--- config.mk ---
export PLATFORM = sky130hd
export DESIGN_NAME = spi_tx_arbiter
export DESIGN_NICKNAME = d
export VERILOG_FILES = /design/src/rtl/spi_tx_arbiter.sv
export SDC_FILE = /design/constraint.sdc
export NUM_CORES = 1
export LEC_CHECK = 0
export ABC_AREA = 0
export ABC_CLOCK_PERIOD_IN_PS = 2050
export CAP_MARGIN = 20
export CELL_PAD_IN_SITES_DETAIL_PLACEMENT = 0
export CELL_PAD_IN_SITES_GLOBAL_PLACEMENT = 2
export CORE_MARGIN = 4
export CORE_UTILIZATION = 23
export DETAILED_ROUTE_END_ITERATION = 10
export PLACE_DENSITY = 0.77
export SKIP_CTS_REPAIR_TIMING = 1
export SLEW_MARGIN = 10
export SYNTH_ARGS = -nofsm -noshare
export SYNTH_HDL_FRONTEND = slang
export SYNTH_SLANG_ARGS = --single-unit
--- constraint.sdc ---
create_clock -name clk -period 2.05 [get_ports clk]
set_input_delay 0.41 -clock clk [delete_from_list [all_inputs] [get_ports clk]]
set_output_delay 0.41 -clock clk [all_outputs]
set_load 0.02 [all_outputs]
--- src/rtl/spi_tx_arbiter.sv ---
`default_nettype none
`timescale 1ns/1ps
// =============================================================================
// Module   : spi_tx_arbiter
// Brief    : Two-requester arbiter feeding one SPI master; IDLE/LOAD/WAIT FSM
//            with a WAIT-state timeout. Define SPI_ARB_FIXED_PRIO_EN for fixed
//            priority (requester 0 wins ties) instead of round-robin.
// Revision : 1.0 - initial release
// =============================================================================
module spi_tx_arbiter #(
   parameter int WIDTH       = 32,
   parameter int TIMEOUT_CYC = 1024
) (
   input  logic             clk,
   input  logic             reset,
   input  logic             req0,
   input  logic             req1,
   input  logic [WIDTH-1:0] data0,
   input  logic [WIDTH-1:0] data1,
   input  logic             spi_done,
   output logic             gnt0,
   output logic             gnt1,
   output logic             sel,
   output logic [WIDTH-1:0] tx_data,
   output logic             tx_start,
   output logic             busy,
   output logic             timeout_err
);

   localparam int               CNT_W   = $clog2(TIMEOUT_CYC);
   localparam logic [CNT_W-1:0] CNT_MAX = CNT_W'(TIMEOUT_CYC - 1);

   typedef enum logic [1:0] {
      ST_IDLE = 2'd0,
      ST_LOAD = 2'd1,
      ST_WAIT = 2'd2
   } state_t;

   state_t           r_state;
   state_t           w_state_nxt;
   logic [CNT_W-1:0] r_cnt;
   logic [CNT_W-1:0] w_cnt_nxt;
   logic             r_gnt0;
   logic             r_gnt1;
   logic             r_tx_start;
   logic             r_tout;
   logic             r_sel;
   logic [WIDTH-1:0] r_tx_data;
   logic             w_gnt0_nxt;
   logic             w_gnt1_nxt;
   logic             w_tx_start_nxt;
   logic             w_tout_nxt;
   logic             w_sel_nxt;
   logic [WIDTH-1:0] w_tx_data_nxt;
   logic             w_any_req;
   logic             w_winner;

   assign w_any_req = req0 | req1;

`ifdef SPI_ARB_FIXED_PRIO_EN
   assign w_winner = ~req0;
`else
   // Last-served pointer; resets to 1 so requester 0 wins the first tie.
   logic r_last;

   assign w_winner = (req0 & req1) ? ~r_last : req1;

   always_ff @(posedge clk) begin
      if (!reset) begin
         r_last <= 1'b1;
      end else if ((r_state == ST_IDLE) && w_any_req) begin
         r_last <= w_winner;
      end
   end
`endif

   always_comb begin
      w_state_nxt    = r_state;
      w_cnt_nxt      = r_cnt;
      w_gnt0_nxt     = 1'b0;
      w_gnt1_nxt     = 1'b0;
      w_tx_start_nxt = 1'b0;
      w_tout_nxt     = 1'b0;
      w_sel_nxt      = r_sel;
      w_tx_data_nxt  = r_tx_data;
      case (r_state)
         ST_IDLE: begin
            if (w_any_req) begin
               w_sel_nxt     = w_winner;
               w_tx_data_nxt = w_winner ? data1 : data0;
               w_gnt0_nxt    = ~w_winner;
               w_gnt1_nxt    = w_winner;
               w_state_nxt   = ST_LOAD;
            end
         end
         ST_LOAD: begin
            w_tx_start_nxt = 1'b1;
            w_cnt_nxt      = '0;
            w_state_nxt    = ST_WAIT;
         end
         ST_WAIT: begin
            // Completion takes precedence over a timeout on the same edge.
            if (spi_done) begin
               w_state_nxt = ST_IDLE;
            end else if (r_cnt == CNT_MAX) begin
               w_tout_nxt  = 1'b1;
               w_state_nxt = ST_IDLE;
            end else begin
               w_cnt_nxt = r_cnt + 1'b1;
            end
         end
         default: begin
            w_state_nxt = ST_IDLE;
         end
      endcase
   end

   always_ff @(posedge clk) begin
      if (!reset) begin
         r_state    <= ST_IDLE;
         r_cnt      <= '0;
         r_gnt0     <= 1'b0;
         r_gnt1     <= 1'b0;
         r_tx_start <= 1'b0;
         r_tout     <= 1'b0;
         r_sel      <= 1'b0;
         r_tx_data  <= '0;
      end else begin
         r_state    <= w_state_nxt;
         r_cnt      <= w_cnt_nxt;
         r_gnt0     <= w_gnt0_nxt;
         r_gnt1     <= w_gnt1_nxt;
         r_tx_start <= w_tx_start_nxt;
         r_tout     <= w_tout_nxt;
         r_sel      <= w_sel_nxt;
         r_tx_data  <= w_tx_data_nxt;
      end
   end

   assign gnt0        = r_gnt0;
   assign gnt1        = r_gnt1;
   assign sel         = r_sel;
   assign tx_data     = r_tx_data;
   assign tx_start    = r_tx_start;
   assign timeout_err = r_tout;
   assign busy        = (r_state != ST_IDLE);

endmodule
`default_nettype wire

After elaboration in Yosys (flattened, before gate mapping)
Index checks and enable logic that the tools add are counted.

storage, ports and cells
  input bits = 69
  output and inout port bits = 38
  register bits = 50
  word-level logic and storage cells = 43

operators by class
  reductions and logical operators = 9
  muxes and demuxes = 11
  add/sub/neg operators = 1
  bitwise operators = 6
  equal/unequal tests = 7

operators by type and width
  operator                                                         count
  32-bit 2-to-1 mux                                                1
  10-bit 2-to-1 mux                                                2
  10-bit case mux with 2 select lines                              1
  10-bit by 1-bit adder with 10-bit output, second input constant  1
  10-bit == test, second input constant                            1
  2-bit 2-to-1 mux                                                 3
  2-bit inequality test, second input constant                     3
  2-bit case mux with 3 select lines                               1
  3-bit AND reduction                                              2
  1-bit inverter                                                   4
  2-bit AND reduction                                              2
  2-bit nonzero test                                               2
  1-bit 2-to-1 mux                                                 3
  3-bit inequality test, second input constant                     1
  3-bit OR reduction                                               1
  2-bit by 1-bit == test with 1-bit output, second input constant  1
  2-bit == test, second input constant                             1
  2-bit logical NOT                                                1
  1-bit bitwise AND                                                1
  1-bit logical AND                                                1
  1-bit bitwise OR                                                 1

Depth between registers and ports, before layout
  depth in word-level cells = 4
  depth in mapped cells = 6
  mapped depth without buffers = 5

Worst setup path before layout
Ideal clock, no wire load.

  path kind = flip-flop to flip-flop
  start = register r_cnt[0]
  end = register r_cnt[2]
  path slack = 0.492 ns
  setup time = 0.088 ns
  cell stages (with the launch flop) = 6
  data required time = 1.962 ns
  arrival = 1.470 ns
  period minus slack after synthesis = 1.558 ns
  path through = dfxtp_1 > ha_1 > nand4_2 > o41ai_4 > nand2_2 > a311oi_2

on the way
  cells in the longest elaborated chain, start to end = 4
  elaborated cells between the ends (all ways) = 7

ends and longest elaborated chain
  element                                   RTL line  RTL
  start, declared                           41        logic [CNT_W-1:0] r_cnt;
  start signal, assigned                    130       r_cnt <= w_cnt_nxt;
  10-bit by 1-bit adder with 10-bit output  109       w_cnt_nxt = r_cnt + 1'b1;
  10-bit 2-to-1 mux                         105       end else if (r_cnt == CNT_MAX) begin
  10-bit 2-to-1 mux                         103       if (spi_done) begin
  10-bit case mux with 2 select lines       86        case (r_state)

Parallel ways exist; a longest one is shown, timed or not. The select of a mux whose other input is x is not followed.
A chain may end at the register's enable or synchronous reset.

Worst setup path after layout
  start = register r_state[0]
  end = output busy

on the way
  cells in the longest elaborated chain, start to end = 1

ends and longest elaborated chain
  element                 RTL line  RTL
  start, declared         39        state_t r_state;
  start signal, assigned  129       r_state <= w_state_nxt;
  2-bit nonzero test      146       assign busy = (r_state != ST_IDLE);
  end, declared           26        output logic busy,

Every way passes these cells.

==> results.yml <==
worst_setup_path:
  crit_arrival_ns: 1.45
  crit_end: "busy"
  rrSetupSlack_ns: 0.27
  crit_path_max_incr_delay_ns: 0.61
  reg2reg_depth: 6
  crit_start: "r_state[0]"
  worstPathMaxFanout: 5
  setup.worst_path.class: "reg -> out"
  critPathRequiredTime_ns: 1.64
  start_kind: "flop"
  crit_path_top_delay_cell: "clkdlybuf4s50_1"
  crit_path_end_kind: "output pin"
  crit_chain: "nor2_1, inv_1, clkdlybuf4s50_1"
  worstReg2RegStart: "r_cnt[0]"
  rr_endpoint: "r_cnt[4]"
clock_network:
  cts_buffer_depth: 2
  numCtsBuffers: 5
  cts-root-buf: "clkbuf_8"
  clk_pin_slew_ns: 0.09
  clock-sinks: 50
  clkLatencyLatePin_ns: 0.30
  htreeDepth: 2
  cts_tree: "built"
finish:
  drive_gt1_share_pct: 9.65
  layout_commonest_cell: "clkdlybuf4s50_1"
  fin_util_pct: 38.9
  area_growth_pct: 62.9
  antenna_cells_inserted: 0
  layout_common_cells: "clkdlybuf4s50_1, dfxtp_1, nor2_1"
  nNetsFinal: 412
floorplanning:
  ios: 107
  row_count: 35
  core_area_mm2: 0.00933
  dieArea_mm2: 0.0113
  die_width_um: 106
  start_util_pct: 23.9
  dieHeight_um: 106
logic_synthesis:
  yosysTopAreaCell: "dfxtp_1"
  synth.distinct_cells: 44
  yosysTopAreaCellShare_pct: 45.0
  async_reset_ff_share_pct: 0
  synth_ff_type: "dfxtp_1"
  syn_nets: 303
  synth_edf_count: 0
  ys_top_cells_by_area: "dfxtp_1, mux2i_1, a211oi_1"
  yosys_warnings: 0
  synthCells: 233
  ys_seq_area_share_pct: 45.0
  syn_area_mm2: 0.00223
  synth_seq_cells: 50
  postSynthAreaPerCell_um2: 9.55
run_status:
  outcome: "complete, no violations"
place:
  globalplace.congestion: 0.796
  dpl.hpwl_mm: 4.87
  port_buffers: 106
global_route:
  antenna_found_initial: 0
  grt_max_degree: 41
  grt.total_usage_pct: 11.0
  grt_pass1_vias: 2066
  met2_usage_pct: 17.5
  top_usage_layer: "met2"
  grtUsageMet1_pct: 13.6
  grt_pass1_wl_mm: 10.0
  grtUsageMet3_pct: 4.98
  grt-ovfl-total: 0
power_and_ir_drop:
  ir_drop_uv: 273
  p_leak_nw: 1.34
  powerDensity_mw_per_mm2: 709
sta:
  final_max_slew_viol_count: 0
  hold_viol_final: 0
  clock_skew_ns: 0.00565
  tightest_slew_ns: 0.454
  setup_violations: 0
  slew_headroom_pct: 69.6
  period_needed_ns: 1.86
  rsz0062_at_grt: "false"
  tns_ns: 0
  fmax_mhz: 537
  period_share_pct: 90.9
min_path:
  worstHoldPathType: "reg -> reg"
  whs_path_depth: 2
  worstHoldStart: "r_cnt[0]"
job:
  maxCapViolCount: 0
drt:
  num_vias: 2049
  drtIter0Drc: 38
  wl_per_cell_um: 13.4
  dr.pass1.iters: 4
  drtAntennaViolNets: 0
  viasPerCell: 4.35
  routed_wl_mm: 6.31
  drc_errors: 0
[sequential cells by signal, indices dropped and copies added, names as in the netlist]
register	cells
tx_data	32
r_state	2
timeout_err	1
r_last	1
sel	1
gnt1	1
gnt0	1
tx_start	1
r_cnt	10
[synth_stat cells, types with 5 or more instances]
cell type / count
nand2_1: 9
a21oi_1: 8
buf_2: 9
nor2_1: 38
a211oi_1: 32
dfxtp_1: 50
clkbuf_1: 5
nand3_1: 5
mux2i_1: 34
[worst max-delay path: cells and delay by family (launching register included)]
family | cells | cell delay (ns)
flip-flops | 1 | 0.41
buffers and inverters | 2 | 0.67
AND/OR/NAND/NOR | 1 | 0.08
[final cells by class]
cell class                 count  area (µm²)
fill                         965        5700
sequential                    50        1000
inverter                       3        11.3
timing repair buffer         118        1190
multi-input combinational    164        1150
clock buffer                   6        82.6
tap                          129         161
clock inverter                 1        30.0
[power by group]
| part | total (mW) | switching (mW) | internal, mW | leakage (nW) |
|---|---|---|---|---|
| clock network | 0.715 | 0.324 | 0.391 | 0.0573 |
| logic | 0.745 | 0.349 | 0.397 | 0.874 |
| registers | 1.11 | 0.0487 | 1.06 | 0.412 |
| total | 2.57 | 0.721 | 1.85 | 1.34 |
[worst min-delay path by stage]
stage | to | slack (ns)
floorplan | r_cnt[0] | 0.46
global placement | r_cnt[0] | 0.48
detailed placement | tx_data[19] | 0.49
CTS | tx_data[7] | 0.50
global route | tx_data[14] | 0.51
finish | r_cnt[0] | 0.50
[through the flow]
stage | std cells | hold WS (ns) | setup slack (ns) | area (µm²) | total power, mW
after floorplan | 233 | 0.465 | 0.492 | 2230 | 1.49
after global placement | 464 | 0.484 | 0.00175 | 3510 | 1.89
after detailed placement | 464 | 0.492 | 0.00575 | 3510 | 1.89
after CTS | 471 | 0.505 | 0.157 | 3630 | 2.63
after global routing | 471 | 0.513 | 0.105 | 3630 | 2.72
final | 471 | 0.502 | 0.187 | 3630 | 2.57
[kinds of logic after synthesis]
kind of cell | count (synthesis) | share of synthesized area [%]
AND/OR/NAND/NOR | 72 | 15.7
AO/OA/AOI/OAI | 57 | 19.6
flip-flops | 50 | 45.0
multiplexers | 34 | 15.3
adder cells (fa/ha/maj) | 1 | 0.562
buffers and inverters | 19 | 3.88
[per-layer routing]
metal	vias to the layer above	part of all wire, %
met5	-	0
met4	0	0.49
met3	2	8.6
met2	66	46
met1	909	44
li1	1072	-
Note: power is estimated with default switching activity, not from simulation.
